## config.mk

```make
export PLATFORM = sky130hd
export DESIGN_NAME = systolic_feeder
export DESIGN_NICKNAME = d
export VERILOG_FILES = /design/src/rtl/systolic_feeder.sv
export SDC_FILE = /design/constraint.sdc
export NUM_CORES = 1
export LEC_CHECK = 0
export CORE_MARGIN = 1
export CORE_UTILIZATION = 30
export CTS_CLUSTER_DIAMETER = 80
export DETAILED_ROUTE_END_ITERATION = 8
export PLACE_DENSITY = 0.52
export SLEW_MARGIN = 10
export SYNTH_ARGS = -nofsm -noshare
export SYNTH_HDL_FRONTEND = slang
export SYNTH_SLANG_ARGS = --single-unit
```

## constraint.sdc

```tcl
create_clock -name clk -period 3.4 [get_ports clk]
set_input_delay 0.68 -clock clk [delete_from_list [all_inputs] [get_ports clk]]
set_output_delay 0.68 -clock clk [all_outputs]
set_load 0.01 [all_outputs]
```

## src/rtl/systolic_feeder.sv

```systemverilog
// Operand buffer and diagonal-skew feeder for a SIZE x SIZE systolic PE array.
// Sequences accumulator clear, skewed feed and drain, then pulses done.

module systolic_feeder_lane #(
    parameter int N    = 8,
    parameter int SIZE = 4,
    parameter int LANE = 0,
    parameter int CW   = 4
) (
    input  logic [SIZE-1:0][N-1:0] vec,
    input  logic [CW-1:0]          step,
    output logic [N-1:0]           q
);
    localparam int IW = (SIZE > 1) ? $clog2(SIZE) : 1;

    logic [CW:0] k;

    // Lane LANE lags the feed step by LANE cycles; outside the window it pads zero.
    always_comb begin
        k = {1'b0, step} - (CW+1)'(LANE);
        q = '0;
        if (({1'b0, step} >= (CW+1)'(LANE)) && (k < (CW+1)'(SIZE)))
            q = vec[k[IW-1:0]];
    end
endmodule

module systolic_feeder #(
    parameter int N    = 8,
    parameter int SIZE = 4
) (
    input  logic                    clk,
    input  logic                    rst,
    input  logic                    wr_en,
    input  logic                    wr_mat,
    input  logic [$clog2(SIZE)-1:0] wr_row,
    input  logic [$clog2(SIZE)-1:0] wr_col,
    input  logic [N-1:0]            wr_data,
    input  logic                    start,
    output logic                    busy,
    output logic                    done,
    output logic                    acc_clr,
    output logic                    feed_valid,
    output logic [SIZE*N-1:0]       a_out,
    output logic [SIZE*N-1:0]       b_out
);
    localparam int CW = $clog2(3*SIZE);

    typedef enum logic [2:0] {IDLE, CLEAR, FEED, DRAIN, DONE} state_t;

    state_t  state;
    logic [CW-1:0] cnt;
    logic [CW-1:0] step_nxt;

    // a_buf[row][col]; B is held column-major so each north lane sees one column.
    logic [SIZE-1:0][SIZE-1:0][N-1:0] a_buf;
    logic [SIZE-1:0][SIZE-1:0][N-1:0] b_col;
    logic [SIZE-1:0][N-1:0]           a_nxt;
    logic [SIZE-1:0][N-1:0]           b_nxt;

    assign step_nxt = (state == FEED) ? cnt + CW'(1) : '0;

    for (genvar l = 0; l < SIZE; l++) begin : g_lane
        systolic_feeder_lane #(.N(N), .SIZE(SIZE), .LANE(l), .CW(CW)) u_a (
            .vec(a_buf[l]), .step(step_nxt), .q(a_nxt[l]));
        systolic_feeder_lane #(.N(N), .SIZE(SIZE), .LANE(l), .CW(CW)) u_b (
            .vec(b_col[l]), .step(step_nxt), .q(b_nxt[l]));
    end

    always_ff @(posedge clk) begin
        if (!rst) begin
            state      <= IDLE;
            cnt        <= '0;
            a_buf      <= '0;
            b_col      <= '0;
            busy       <= 1'b0;
            done       <= 1'b0;
            acc_clr    <= 1'b0;
            feed_valid <= 1'b0;
            a_out      <= '0;
            b_out      <= '0;
        end else begin
            done       <= 1'b0;
            acc_clr    <= 1'b0;
            feed_valid <= 1'b0;
            a_out      <= '0;
            b_out      <= '0;
            case (state)
                IDLE: begin
                    if (wr_en) begin
                        if (wr_mat) b_col[wr_col][wr_row] <= wr_data;
                        else        a_buf[wr_row][wr_col] <= wr_data;
                    end
                    if (start) begin
                        state   <= CLEAR;
                        cnt     <= '0;
                        busy    <= 1'b1;
                        acc_clr <= 1'b1;
                    end
                end
                CLEAR: begin
                    state      <= FEED;
                    cnt        <= '0;
                    feed_valid <= 1'b1;
                    a_out      <= a_nxt;
                    b_out      <= b_nxt;
                end
                FEED: begin
                    if (cnt == CW'(2*SIZE-2)) begin
                        state <= DRAIN;
                        cnt   <= '0;
                    end else begin
                        cnt        <= cnt + CW'(1);
                        feed_valid <= 1'b1;
                        a_out      <= a_nxt;
                        b_out      <= b_nxt;
                    end
                end
                DRAIN: begin
                    if (cnt == CW'(SIZE-2)) begin
                        state <= DONE;
                        cnt   <= '0;
                        done  <= 1'b1;
                    end else begin
                        cnt <= cnt + CW'(1);
                    end
                end
                DONE: begin
                    state <= IDLE;
                    cnt   <= '0;
                    busy  <= 1'b0;
                end
                default: begin
                    state <= IDLE;
                    cnt   <= '0;
                    busy  <= 1'b0;
                end
            endcase
        end
    end
endmodule
```

**Word-level counts from Yosys, hierarchy flattened**

Index checks and enable logic that the tools add are counted.

- Flip-flop bits (word level): 331
- Input bits: 17
- Output and inout bits: 68
- Word-level logic and storage cells: 135

- Add/subtract/negate cells: 4
- Magnitude comparators: 15
- Equal/unequal tests: 8
- Multiplexer cells: 53
- Bitwise logic cells: 2
- Reductions and logical operators: 13

Operator list:

| operator | number |
|---|---|
| bitwise mux 128 bit | 2 |
| 2-to-1 mux 8 bit | 18 |
| binary-select mux 8 bit (select 2 bit) | 8 |
| demux 32 bit (select 2 bit) | 2 |
| 2-to-1 mux 32 bit | 4 |
| case mux 32 bit (2 select lines) | 2 |
| demux 8 bit (select 2 bit) | 2 |
| < comparator 2 x 3 -> 1 bit (second input constant) | 6 |
| 2-to-1 mux 4 bit | 4 |
| < comparator 5 x 3 -> 1 bit (second input constant) | 3 |
| case mux 3 bit (4 select lines) | 1 |
| case mux 4 bit (3 select lines) | 1 |
| subtractor 4 x 2 -> 5 bit (second input constant) | 2 |
| 2-to-1 mux 3 bit | 3 |
| AND reduction 3 bit | 3 |
| greater-or-equal comparator 4 x 2 -> 1 bit (second input constant) | 2 |
| == test 3 x 2 -> 1 bit (second input constant) | 2 |
| AND reduction 2 bit | 3 |
| logical AND 1 bit | 5 |
| subtractor 4 x 1 -> 5 bit (second input constant) | 1 |
| adder 4 x 1 -> 4 bit (second input constant) | 1 |
| == test 4 x 2 -> 1 bit (second input constant) | 1 |
| == test 4 x 3 -> 1 bit (second input constant) | 1 |
| greater-or-equal comparator 2 x 1 -> 1 bit (second input constant) | 2 |
| other kinds (10) | 16 |

**Depth between registers and ports, before layout**

- Depth after elaboration: 8
- Gate-level depth with buffers: 14
- Mapped depth without buffers: 9

**Hierarchy**

From an unflattened synthesis, not the netlist that was laid out.

- Cell total of the unflattened synthesis: 1318
- Area, all modules: 14347.5 um^2

By module, submodules not included:

| module | instances | cells each | area an instance (um^2) | seq. area each (um^2) |
|---|---|---|---|---|
| systolic_feeder | 1 | 1104 | 11875.1 | 6626.4 |
| systolic_feeder_lane at g_lane[2].u_a ... | 2 | 27 | 351.6 | 0.0 |
| systolic_feeder_lane at g_lane[1].u_a ... | 2 | 26 | 331.6 | 0.0 |
| systolic_feeder_lane at g_lane[3].u_a ... | 2 | 24 | 304.0 | 0.0 |
| systolic_feeder_lane at g_lane[0].u_a ... | 2 | 30 | 249.0 | 0.0 |

**Least setup slack after synthesis**

OpenSTA, ideal clock, no wires.

- Kind: reg2reg
- From: reg cnt[0]
- To: reg a_out[28]
- Library setup time: 139 ps
- Arrival: 3582 ps
- Data required time: 3261 ps
- Path slack: -322 ps
- Cell stages (with the launch flop): 14
- Buffers on the path: 6
- Period minus slack after synthesis: 3722 ps
- Path through: dfxtp_1 > clkbuf_1 > buf_2 > buf_1 > inv_1 > ha_1 > nor2_4 > inv_2 > clkbuf_1 > ha_1 > buf_1 > clkbuf_1 > mux4_2 > nor3b_2

- Cells in the longest elaborated chain, start to end: 8
- Elaborated cells on any way between the ends: 12
- Those cells by class: 2 x add/sub; 2 x order compare; 1 x eq/ne; 6 x mux; 1 x reduce/logical

Ends and longest elaborated chain:

| what | line | text |
|---|---|---|
| start: declaration | 51 | `logic [CW-1:0] cnt;` |
| start signal: assignment | 112 | `cnt <= cnt + CW'(1);` |
| start signal: assignment | 124 | `cnt <= cnt + CW'(1);` |
| adder 4 x 1 -> 4 bit | 60 | `assign step_nxt = (state == FEED) ? cnt + CW'(1) : '0;` |
| 2-to-1 mux 4 bit | 60 |  |
| subtractor 4 x 2 -> 5 bit | 20 | `k = {1'b0, step} - (CW+1)'(LANE);` |
| < comparator 5 x 3 -> 1 bit or binary-select mux 8 bit (select 2 bit) (tied branches) | 22, 23 |  |
| logical AND 1 bit or 2-to-1 mux 8 bit (tied branches) | 22, 23 |  |
| 2-to-1 mux 8 bit | 22 | `if (({1'b0, step} >= (CW+1)'(LANE)) && (k < (CW+1)'(SIZE)))` |
| 2-to-1 mux 32 bit | 108 | `if (cnt == CW'(2*SIZE-2)) begin` |
| case mux 32 bit (2 select lines) * | 87 | `case (state)` |
| end signal: assignment | 104 | `a_out <= a_nxt;` |
| end signal: assignment | 114 | `a_out <= a_nxt;` |
| end: declaration | 43 | `output logic [SIZE*N-1:0] a_out,` |

Every way passes the cells marked *; elsewhere a longest branch is shown, timed or not. The select of a mux whose other input is x is not followed.
A chain may end at the register's enable or synchronous reset.

**Worst setup path in the final report**

- From: reg cnt[0]
- To: reg b_out[17]

- Cells in the longest elaborated chain, start to end: 8
- Elaborated cells on any way between the ends: 12
- Those cells by class: 2 x add/sub; 2 x order compare; 1 x eq/ne; 6 x mux; 1 x reduce/logical

Ends and longest elaborated chain:

| what | line | text |
|---|---|---|
| adder 4 x 1 -> 4 bit | 60 |  |
| 2-to-1 mux 4 bit | 60 |  |
| subtractor 4 x 2 -> 5 bit | 20 |  |
| < comparator 5 x 3 -> 1 bit or binary-select mux 8 bit (select 2 bit) (tied branches) | 22, 23 |  |
| logical AND 1 bit or 2-to-1 mux 8 bit (tied branches) | 22, 23 |  |
| 2-to-1 mux 8 bit | 22 |  |
| 2-to-1 mux 32 bit | 108 |  |
| case mux 32 bit (2 select lines) * | 87 |  |
| end signal: assignment | 105 | `b_out <= b_nxt;` |
| end signal: assignment | 115 | `b_out <= b_nxt;` |
| end: declaration | 44 | `output logic [SIZE*N-1:0] b_out` |

Marked as above.

==> flow_summary.ini <==
[run_status]
status = finished, final reports clean

[grt]
overflow = 0
first_global_vias = 9511
grtUsageMet1 = 0.218
grt_start_max_net_pins = 167
gr-max-usage-layer = met2
use_met3 = 0.0352
grt_pass1_wl_mm = 55.7
grt_usage = 0.161
grt_use_met2 = 0.259
antenna_found_initial = 0

[die]
ios = 85
die-area_sq_um = 44200
fp-row-count = 75
initial_core_util = 0.307
core-area_sq_um = 42300
die_width_um = 210
die_height_um = 210

[hold_path]
hold_path.class = reg2reg
min_from = a_buf[98]
whs_path_depth = 2
holdPathEnd = a_buf[98]

[clocking]
clk_latency_ns = 0.54
cts_tree = done
hold_buffers = 0
cts_sinks = 331
cts_buffers = 39
cts-root-buf = clkbuf_16
cts_buffer_depth = 3
cts_htree_levels = 2
path_clk_slew_ns = 0.06

[synthesis]
synthFlopType = dfxtp_1
synth_area_leaders = dfxtp_1, o21ai_0, nand3_1, mux2i_1, nand2_1
post_synth_num_cell_types = 56
netlist_instances = 1341
yosys.area.top_type_share = 0.510
syn_avg_cell_area_sq_um = 9.70
synth_edf_count = 0
syn-num-nets = 1364
yosysSeqAreaShare = 0.510
synth_top_area_cell = dfxtp_1
ys_ff_latch = 331
yosys_warnings = 0
synthArstFlopShare = 0
syn_area_sq_um = 13000

[placement]
dp.cells = 1940
gp_congestion = 0.815
pre_cts_ws_ns = 0.0968
hpwlAfterDp_mm = 22.1
placed_cell_area_sq_um = 14600
port-buffer-count = 84

[setup_path]
rrSetupSlack_ns = 0.15
cp-start-kind = flip-flop
crit_path_cell_trace = buf_4 -> ha_1 -> xor2_1 -> o21ai_0 -> ha_1 -> nand2_1 -> nor4_1 -> o211ai_1 -> buf_4 -> a2111oi_1 -> buf_4
reg2reg_depth = 11
required_ns = 3.88
critical_path_class = reg2reg
r2r-end = b_out[17]
path_common_cell = buf_4
end_kind = flip-flop
critPathSlowestCell = a2111oi_1
r2r-start = cnt[0]
arrival_ns = 3.73
critPathMaxFanout = 24
slowest_delay_ns = 0.62

[timing]
setup_tns_ns = 0
max_freq_ghz = 0.308
min_period_over_period = 0.955
hold_slack_ns = 0.455
hold_violations = 0
maxSlewViolCount = 0
worst_pin_slew_ns = 0.992
maxSlewHeadroom = 0.339
fin_ws_ns = 0.152
rsz0062_at_grt = no
fin_crit_ns = 3.25
fin_skew_ns = 0.0107
setup_viol = 0

[drt]
wl_mm = 35.8
wl_per_cell_um = 17.8
viasPerCell = 5.02
detail-route-antenna-nets = 0
firstDrtPassIters = 5
drt_iter0_drc = 741
via_count = 10100
drc_errors = 0

[power_and_ir_drop]
power.density_nw_per_um2 = 560
power_leakage_uw = 0.00533
combPwrFrac = 0.062
pwr-share-clk = 0.500
switching_share = 0.232
max-vdd-ir-drop_mv = 0.422
netSwitchingPower_uw = 2070
power_frac_seq = 0.438
intPower_uw = 6860

[layout]
nNetsFinal = 1429
fin_cells = 2012
syn2layout_area_growth_pct = 22.8
stdcell_area_sq_um = 16000
fillers = 4230
antenna_cells = 0
drive_gt1_frac = 0.147

[flow_run]
cap_violations = 0
kinds of logic (layout without fill, tap and decap cells):
group / after synthesis / after routing / share of synthesized area
compound gates: 286 / 286 / 0.135
xor+xnor: 5 / 5 / 0.00337
fa+ha+maj: 6 / 6 / 0.00577
buf+inv: 140 / 234 / 0.0437
flops: 331 / 331 / 0.510
mux: 122 / 122 / 0.112
simple gates: 451 / 451 / 0.190
through the flow:
| step | total power [uW] | utilization |
|---|---|---|
| floorplan | 4370 | - |
| global placement | 4550 | 0.344 |
| detailed placement | 4560 | 0.344 |
| CTS | 9050 | 0.377 |
| global route | 9270 | 0.377 |
| finish | 8940 | 0.377 |
critical path, delay by kind of cell (launching register included):
| kind | cells | cell delay [ns] |
|---|---|---|
| AO/OA/AOI/OAI | 3 | 0.88 |
| XOR/XNOR | 1 | 0.28 |
| adder cells (fa/ha/maj) | 2 | 0.64 |
| buffers and inverters | 3 | 0.82 |
| flip-flops | 1 | 0.32 |
| AND/OR/NAND/NOR | 2 | 0.23 |
sequential cells by signal, summed over array words and instances, names as in the netlist:
register	flops
feed_valid	1
a_out	32
a_buf	128
busy	1
state	3
b_col	128
done	1
cnt	4
b_out	32
acc_clr	1
cell type report:
| cell class | count | area, sq um | share of cell area |
|---|---|---|---|
| multi-input cells | 870 | 5820 | 0.364 |
| flip-flops and latches | 331 | 6630 | 0.415 |
| clock buffers | 53 | 1130 | 0.0708 |
| well taps | 577 | 722 | 0.0452 |
| clock inverters | 17 | 254 | 0.0159 |
| inverters | 9 | 33.8 | 0.00212 |
| repair buffers | 155 | 1390 | 0.0869 |
layer usage:
| metal | vias to the layer above | part of all wire |
|---|---|---|
| met5 | - | 0 |
| met2 | 196 | 0.46 |
| met3 | 42 | 0.048 |
| li1 | 5047 | - |
| met1 | 4812 | 0.48 |
| met4 | 0 | 0.017 |
how the worst max path moves through the flow:
stage,slack (ns),to,from
3_3_place_gp,0.06,b_out[17],cnt[0]
5_1_grt,0.002,a_out[9],state[2]
2_1_floorplan,0.02,a_out[28],cnt[0]
4_1_cts,0.05,b_out[17],state[2]
3_5_place_dp,0.1,b_out[17],state[2]
6_report,0.15,b_out[17],cnt[0]
Yosys cell counts (all sizes together) (18+ instances only):
cell,number
and3,32
nor3b,18
dfxtp,331
mux2,33
o21ai,203
nand2,107
a2111oi,32
buf,33
clkbuf,98
nand3,201
mux2i,73
nor3,21
power groups by stage:
| stage | logic, uW | clock network, uW | registers (uW) |
|---|---|---|---|
| after floorplan | 363 | 0 | 4000 |
| after global placement | 549 | 0 | 4000 |
| after detailed placement | 553 | 0 | 4000 |
| after CTS | 554 | 4580 | 3920 |
| after global routing | 596 | 4750 | 3920 |
| final | 552 | 4470 | 3920 |
placed cells by master (no fill, tap or decap), types with 18 or more instances in the layout:
| master | instances |
|---|---|
| a2111oi_0 | 27 |
| and3_1 | 32 |
| buf_4 | 70 |
| clkbuf_16 | 41 |
| clkdlybuf4s50_1 | 83 |
| dfxtp_1 | 331 |
| mux2_2 | 33 |
| mux2i_1 | 73 |
| nand2_1 | 107 |
| nand3_1 | 201 |
| nor3_1 | 18 |
| o21ai_0 | 203 |
what timing repair did:
item | CTS | global route
setup buffers | 0 | 2
resized for setup | 0 | 3
endpoints found under the setup margin | 0 | 8
No activity file was read; power rests on OpenSTA's default activity.
